[src/rtl/rf_wb_arbiter_pkg.sv]
// Shared constants and types for the register-file writeback arbiter and its scoreboard.
// Round-robin arbitration is enabled by defining RF_WB_RR_EN.
package rf_wb_arbiter_pkg;

  localparam int REG_AW = 5;
  localparam int DATA_W = 32;
  localparam int REG_N  = 32;

  localparam int REQ_ALU  = 0;
  localparam int REQ_LOAD = 1;
  localparam int REQ_MDU  = 2;

  typedef struct packed {
    logic              we;
    logic [REG_AW-1:0] wa;
    logic [DATA_W-1:0] wd;
  } wb_t;

endpackage

[src/rtl/rf_scoreboard.sv]
// Per-register pending-write counters: issue increments, accepted writeback decrements,
// and read-after-write hazard lookups for the two decode read ports.
module rf_scoreboard
  import rf_wb_arbiter_pkg::*;
#(
  parameter int CNT_W = 2
) (
  input  logic              clk,
  input  logic              rst,
  input  logic              i_inc_valid,
  input  logic [REG_AW-1:0] i_inc_wa,
  input  logic              i_dec_valid,
  input  logic [REG_AW-1:0] i_dec_wa,
  input  logic [REG_AW-1:0] i_chk_ra1,
  input  logic [REG_AW-1:0] i_chk_ra2,
  output logic              o_iss_ready,
  output logic              o_hz1,
  output logic              o_hz2
);

  localparam logic [CNT_W-1:0] CNT_MAX = '1;

  logic [CNT_W-1:0] r_cnt [REG_N];
  logic             w_inc;
  logic             w_dec;
  logic             w_same;

  // Register 0 is never counted, so its entry stays at reset value forever.
  assign w_dec  = i_dec_valid && (i_dec_wa != '0);
  assign w_inc  = i_inc_valid && o_iss_ready && (i_inc_wa != '0);
  assign w_same = w_inc && w_dec && (i_inc_wa == i_dec_wa);

  assign o_iss_ready = !((i_inc_wa != '0) && (r_cnt[i_inc_wa] == CNT_MAX) &&
                         !(w_dec && (i_dec_wa == i_inc_wa)));

  assign o_hz1 = (i_chk_ra1 != '0) && (r_cnt[i_chk_ra1] != '0);
  assign o_hz2 = (i_chk_ra2 != '0) && (r_cnt[i_chk_ra2] != '0);

  always_ff @(posedge clk) begin
    if (!rst) begin
      for (int i = 0; i < REG_N; i++) r_cnt[i] <= '0;
    end else begin
      if (w_inc && !w_same) r_cnt[i_inc_wa] <= r_cnt[i_inc_wa] + CNT_W'(1);
      if (w_dec && !w_same) begin
        if (r_cnt[i_dec_wa] != '0) begin
          r_cnt[i_dec_wa] <= r_cnt[i_dec_wa] - CNT_W'(1);
        end else begin
`ifndef SYNTHESIS
          $display("rf_scoreboard: write to r%0d with no pending count at %0t", i_dec_wa, $time);
`endif
        end
      end
    end
  end

endmodule

[src/rtl/rf_wb_arbiter.sv]
// Arbitrates NREQ writeback requesters onto the single register-file write port and
// tracks pending writes for hazard detection. Define RF_WB_RR_EN for round-robin grants.
module rf_wb_arbiter
  import rf_wb_arbiter_pkg::*;
#(
  parameter int NREQ  = 3,
  parameter int CNT_W = 2
) (
  input  logic                   clk,
  input  logic                   rst,
  input  logic [NREQ-1:0]        req_valid,
  input  logic [NREQ*REG_AW-1:0] req_wa,
  input  logic [NREQ*DATA_W-1:0] req_wd,
  output logic [NREQ-1:0]        req_ready,
  input  logic                   iss_valid,
  input  logic [REG_AW-1:0]      iss_wa,
  output logic                   iss_ready,
  input  logic [REG_AW-1:0]      chk_ra1,
  input  logic [REG_AW-1:0]      chk_ra2,
  output logic                   hz1,
  output logic                   hz2,
  output logic                   wb_we,
  output logic [REG_AW-1:0]      wb_wa,
  output logic [DATA_W-1:0]      wb_wd
);

  localparam int PTR_W = (NREQ > 1) ? $clog2(NREQ) : 1;

  // Handshake: a requester holds valid/wa/wd stable until it sees its ready bit;
  // a cycle with valid && ready is the transfer, and no grant is ever issued during reset.
  logic              w_found;
  logic              w_gvalid;
  logic [PTR_W-1:0]  w_gidx;
  logic [REG_AW-1:0] w_gwa;
  logic [DATA_W-1:0] w_gwd;
  logic              w_dec_valid;
  wb_t               r_wb;

`ifdef RF_WB_RR_EN
  logic [PTR_W-1:0] r_ptr;
  logic [PTR_W-1:0] w_idx;

  always_comb begin
    w_found = 1'b0;
    w_gidx  = '0;
    w_idx   = '0;
    for (int k = 0; k < NREQ; k++) begin
      w_idx = PTR_W'((int'(r_ptr) + k) % NREQ);
      if (!w_found && req_valid[w_idx]) begin
        w_found = 1'b1;
        w_gidx  = w_idx;
      end
    end
  end

  always_ff @(posedge clk) begin
    if (!rst) begin
      r_ptr <= '0;
    end else if (w_gvalid) begin
      r_ptr <= (w_gidx == PTR_W'(NREQ - 1)) ? '0 : w_gidx + PTR_W'(1);
    end
  end
`else
  always_comb begin
    w_found = 1'b0;
    w_gidx  = '0;
    for (int k = 0; k < NREQ; k++) begin
      if (!w_found && req_valid[k]) begin
        w_found = 1'b1;
        w_gidx  = PTR_W'(k);
      end
    end
  end
`endif

  assign w_gvalid    = w_found && rst;
  assign w_gwa       = req_wa[REG_AW*int'(w_gidx) +: REG_AW];
  assign w_gwd       = req_wd[DATA_W*int'(w_gidx) +: DATA_W];
  assign w_dec_valid = w_gvalid && (w_gwa != '0);

  always_comb begin
    req_ready = '0;
    if (w_gvalid) req_ready[w_gidx] = 1'b1;
  end

  // A grant to $0 is consumed but never reaches the register file.
  always_ff @(posedge clk) begin
    if (!rst) begin
      r_wb <= '0;
    end else if (w_gvalid) begin
      r_wb.we <= (w_gwa != '0);
      r_wb.wa <= w_gwa;
      r_wb.wd <= w_gwd;
    end else begin
      r_wb.we <= 1'b0;
    end
  end

  assign wb_we = r_wb.we;
  assign wb_wa = r_wb.wa;
  assign wb_wd = r_wb.wd;

  rf_scoreboard #(.CNT_W(CNT_W)) u_sb (
    .clk        (clk),
    .rst        (rst),
    .i_inc_valid(iss_valid),
    .i_inc_wa   (iss_wa),
    .i_dec_valid(w_dec_valid),
    .i_dec_wa   (w_gwa),
    .i_chk_ra1  (chk_ra1),
    .i_chk_ra2  (chk_ra2),
    .o_iss_ready(iss_ready),
    .o_hz1      (hz1),
    .o_hz2      (hz2)
  );

endmodule

[config.mk]
export PLATFORM = sky130hd
export DESIGN_NAME = rf_wb_arbiter
export DESIGN_NICKNAME = d
export VERILOG_FILES = /design/src/rtl/rf_wb_arbiter_pkg.sv /design/src/rtl/rf_scoreboard.sv /design/src/rtl/rf_wb_arbiter.sv
export SDC_FILE = /design/constraint.sdc
export NUM_CORES = 1
export LEC_CHECK = 0
export CORE_MARGIN = 5
export CORE_UTILIZATION = 47
export CTS_BUF_LIST = sky130_fd_sc_hd__clkbuf_8
export DETAILED_ROUTE_END_ITERATION = 7
export GPL_ROUTABILITY_DRIVEN = 0
export PLACE_DENSITY_LB_ADDON = 0.1
export SLEW_MARGIN = 40
export SYNTH_ARGS = -nofsm -noshare
export SYNTH_HDL_FRONTEND = slang
export SYNTH_SLANG_ARGS = --single-unit
[constraint.sdc]
create_clock -name clk -period 3.8 [get_ports clk]
set_clock_uncertainty 0.2 [all_clocks]
set_input_delay 0.57 -clock clk [delete_from_list [all_inputs] [get_ports clk]]
set_output_delay 0.57 -clock clk [all_outputs]
set_load 0.02 [all_outputs]
==> summary.md <==
| Metric | Value |
|---|---|
| Setup crit start kind | `input pin` |
| Outcome | `finished, final reports clean` |
| Top-area cell type share of the netlist area | `between 20% and 30%` |
| 1st-iter DRT viols | `approximately 1200` |
| Critical Path AT | `3.68 ns` |
| Post-detail-place hpwl | `~22000 um` |
| Setup crit end kind | `flip-flop` |
| Gr ovfl total | `0` |
| Crit path required time | `roughly 3.7 ns` |
| Max incr delay on CP | `between 0.2 and 0.3 ns` |
| Cell breakdown of the critical path | `clkbuf_2 > nor3b_2 > nor4_4 > buf_6 > buf_12 > buf_16 > mux2i_1 > nor2_1 > a21oi_1 > o22ai_1 > nor4_2 > ha_2 > buf_4 > nor4_4 > buf_4 > o211ai_4 > buf_6 > buf_4 > o22ai_1` |
| Pre-antenna DRT Iters | `7` |
| Initial antenna violation count | `0` |
| Mean number of vias per cell | `6.71` |
| Minimum clock period after layout | `3.74 ns` |
| Area of the core | `about 15000 um2` |
| Post-DR wirelength/cell | `24.0 um` |
| Period Utilization, post-route | `a little over nine tenths` |
| Placement-stage worst setup slack | `-0.888 ns` |
| Met2 Resource Use GR | `around 54%` |
| Hold crit path type | `reg -> reg` |
| Count of clock tree sinks | `102` |
| Max Clock Freq | `267 MHz` |
| Via count of the first global-routing pass | `between 8000 and 9000` |
| Fraction of layout instances using a drive strength above 1 | `26.3%` |
| Number of different library cells in the post-synthesis netlist | `60` |
| Pin count of the biggest net entering global routing | `67` |
| Top-level port count | `176` |
| Share of synthesized area occupied by flip-flops and latches | `a little under two fifths` |
| Fin cells | `approximately 1300` |
| Starting density of the core | `47.8%` |
| Warnings, synthesis | `0` |
| Cell accounting for the most synthesized area | `edfxtp_1` |
| Post-route cell area | `11000 um2` |
| Buffers from clock root to sink, at most | `2` |
| CTS tree | `done` |
| Top delay family on crit path | `buffers and inverters` |
| Number of remaining DRC errors | `0` |
| Top cells by area in the synthesized netlist | `edfxtp_1 27%, dfxtp_1 11%, mux4_2 7.5%, nor2_1 5.7%, nand2_1 5.0%` |
| Number of buffers created by CTS | `9` |
| Antenna-violating nets left | `0` |
| Syn-to-layout area delta | `51.4%` |
| Count of flip-flops with a built-in enable after synthesis | `64` |
| Leading post-synthesis cells by instance count | `110 x nor2_1, 96 x nand2_1, 70 x a21oi_1` |
| Hold violation total from the final report | `0` |
| Transition time at the pin with the least slew margin | `0.713 ns` |
| Met3 usage in global routing | `6.71%` |
| Worst slew margin relative to its limit | `a little over half` |
| PortBufs | `175` |
| Cell area after placement | `10100 um2` |
| Most frequently used flop master after synthesis | `edfxtp_1` |
| Placed Instances | `1221` |
| Mean post-synth cell area | `approximately 9.0 um2` |
| Fin nets | `1199` |
| Total standard cell area after synthesis | `7240 um2` |
| Horiz. Die Dim | `134 um` |
| Routed vias | `8441` |
| Number of buffers inserted for hold repair after clock tree synthesis | `0` |
| FF+latch count, synth | `between 100 and 150` |
| Power Density | `roughly 310 nW/um2` |
| Share of async-settable or async-resettable flops after synthesis | `0%` |
| Global-route wire length before repair | `around 46000 um` |
| CTS root buffer | `clkbuf_8` |
| Worst vdd ir | `0.189 mV` |
| Post-Syn Instances | `808` |
| Site Rows | `between 40 and 50` |
| GRT Util Overall | `approximately a third` |
| Area enclosed by the die boundary | `roughly 18000 um2` |
| Combined buffer and inverter count along the critical path | `8` |
| # fillers | `1063` |
| Die Height | `134 um` |
| Slowest cell on the critical path | `nor4_4` |
| Clk pin slew, worst setup/hold paths | `0.10 ns` |
| Setup-failing EPs final | `0` |
| Skew-Pair Late Insertion Delay | `0.40 ns` |
| Max Fanout on Critical Path | `7` |
| Most used routing layer in global routing | `met2` |
| Fin. max-slew vios | `0` |
| Power Total | `3.36 mW` |
| ANT cells | `0` |
| H-tree Lvls | `3` |
| Total wire length after detailed routing | `just over 30000 um` |
| Reported leakage power | `4.00 nW` |
| Met1 layer usage reported by global route | `39.0%` |
| Number of maximum-capacitance constraint violations | `0` |
| Cell repeated most along the worst path | `buf_4` |
| Type of the worst setup path | `in -> reg` |
| Min setup slack post-route | `0.0575 ns` |
| Leading cell type by number of instances after synthesis | `nor2_1` |
==> cells by family after synthesis <==
family	share of synthesized area, %
other cells	0.0518
buf+inv	5.15
compound gates	24.7
fa+ha+maj	0.346
flops	37.1
xor+xnor	0.484
mux	13.0
simple gates	19.2
==> area by class of cell <==
class	instances	area (um2)	area share [%]
clock inverters	6	80.1	0.731
clock buffers	10	138	1.26
repair buffers	325	3170	29.0
flip-flops and latches	102	2680	24.5
multi-input cells	620	4620	42.2
well taps	188	235	2.15
inverters	7	30.0	0.274
==> path summary, 6_finish.rpt <==
path / from / endpoint / slack (ns) / depth (start not counted)
worst max-delay path: req_valid[1] / u_sb.r_cnt[8][1] / 0.06 / 19
worst min-delay path: wb_wa[0] / wb_wa[0] / 0.27 / 2
worst max register to register: u_sb.r_cnt[31][0] / u_sb.r_cnt[15][1] / 0.52 / 10
worst min register to register: wb_wa[0] / wb_wa[0] / 0.27 / 2
==> placed cells by master (no fill, tap or decap), types with 5 or more instances in the layout <==
master	n
buf_4	122
inv_1	7
nand2b_1	5
or2_2	5
clkbuf_8	10
dfxtp_1	38
o21ai_0	9
o32ai_1	23
buf_12	17
nand3_1	15
o22ai_1	38
nor2_1	109
o221ai_1	7
dlymetal6s2s_1	6
mux2_2	8
a211oi_1	11
o221ai_2	22
nand2_1	94
clkdlybuf4s50_1	164
a311oi_1	32
nor3_2	6
edfxtp_1	64
a22oi_1	9
nor3_1	26
mux2i_1	26
nand4_1	6
a21oi_1	66
buf_6	8
mux4_2	24
==> state kept, by name, indices dropped and copies added (netlist names) <==
name and flops:
u_sb.r_cnt 64, wb_wa 5, wb_we 1, wb_wd 32
==> routing by layer <==
metal,wire (um),vias up,share of wire [%]
li1,-,3666,-
met1,10600,3885,35
met2,14200,716,47
met3,3540,174,12
met4,1850,0,6.1
met5,0,-,0
==> what timing repair did <==
action | 4_1_cts | 5_1_grt
setup buffers | 9 | 8
pin swaps | 5 | 11
gates resized for setup | 27 | 71
cloned | 2 | 2
setup endpoints to repair | 126 | 124
==> worst min-delay path, delay by kind of cell (launching register included) <==
family,cells,cell delay (ns)
AND/OR/NAND/NOR,1,0.05
flip-flops,1,0.33
AO/OA/AOI/OAI,1,0.05
==> report_power, final <==
| part | internal [mW] | leakage (nW) | switching [mW] |
|---|---|---|---|
| logic | 0.618 | 2.91 | 0.667 |
| registers | 1.24 | 0.978 | 0.0577 |
| clock network | 0.384 | 0.120 | 0.388 |
==> through the flow <==
| step | util, % | hold slack [ns] | TNS [ns] |
|---|---|---|---|
| after floorplan | - | 0.330 | 0 |
| after global placement | 66.6 | 0.244 | -69.05 |
| after detailed placement | 66.6 | 0.258 | -81.96 |
| after CTS | 69.3 | 0.277 | 0 |
| after global routing | 72.4 | 0.284 | -0.114 |
| final | 72.4 | 0.271 | 0 |
Note: power is estimated with default switching activity, not from simulation.
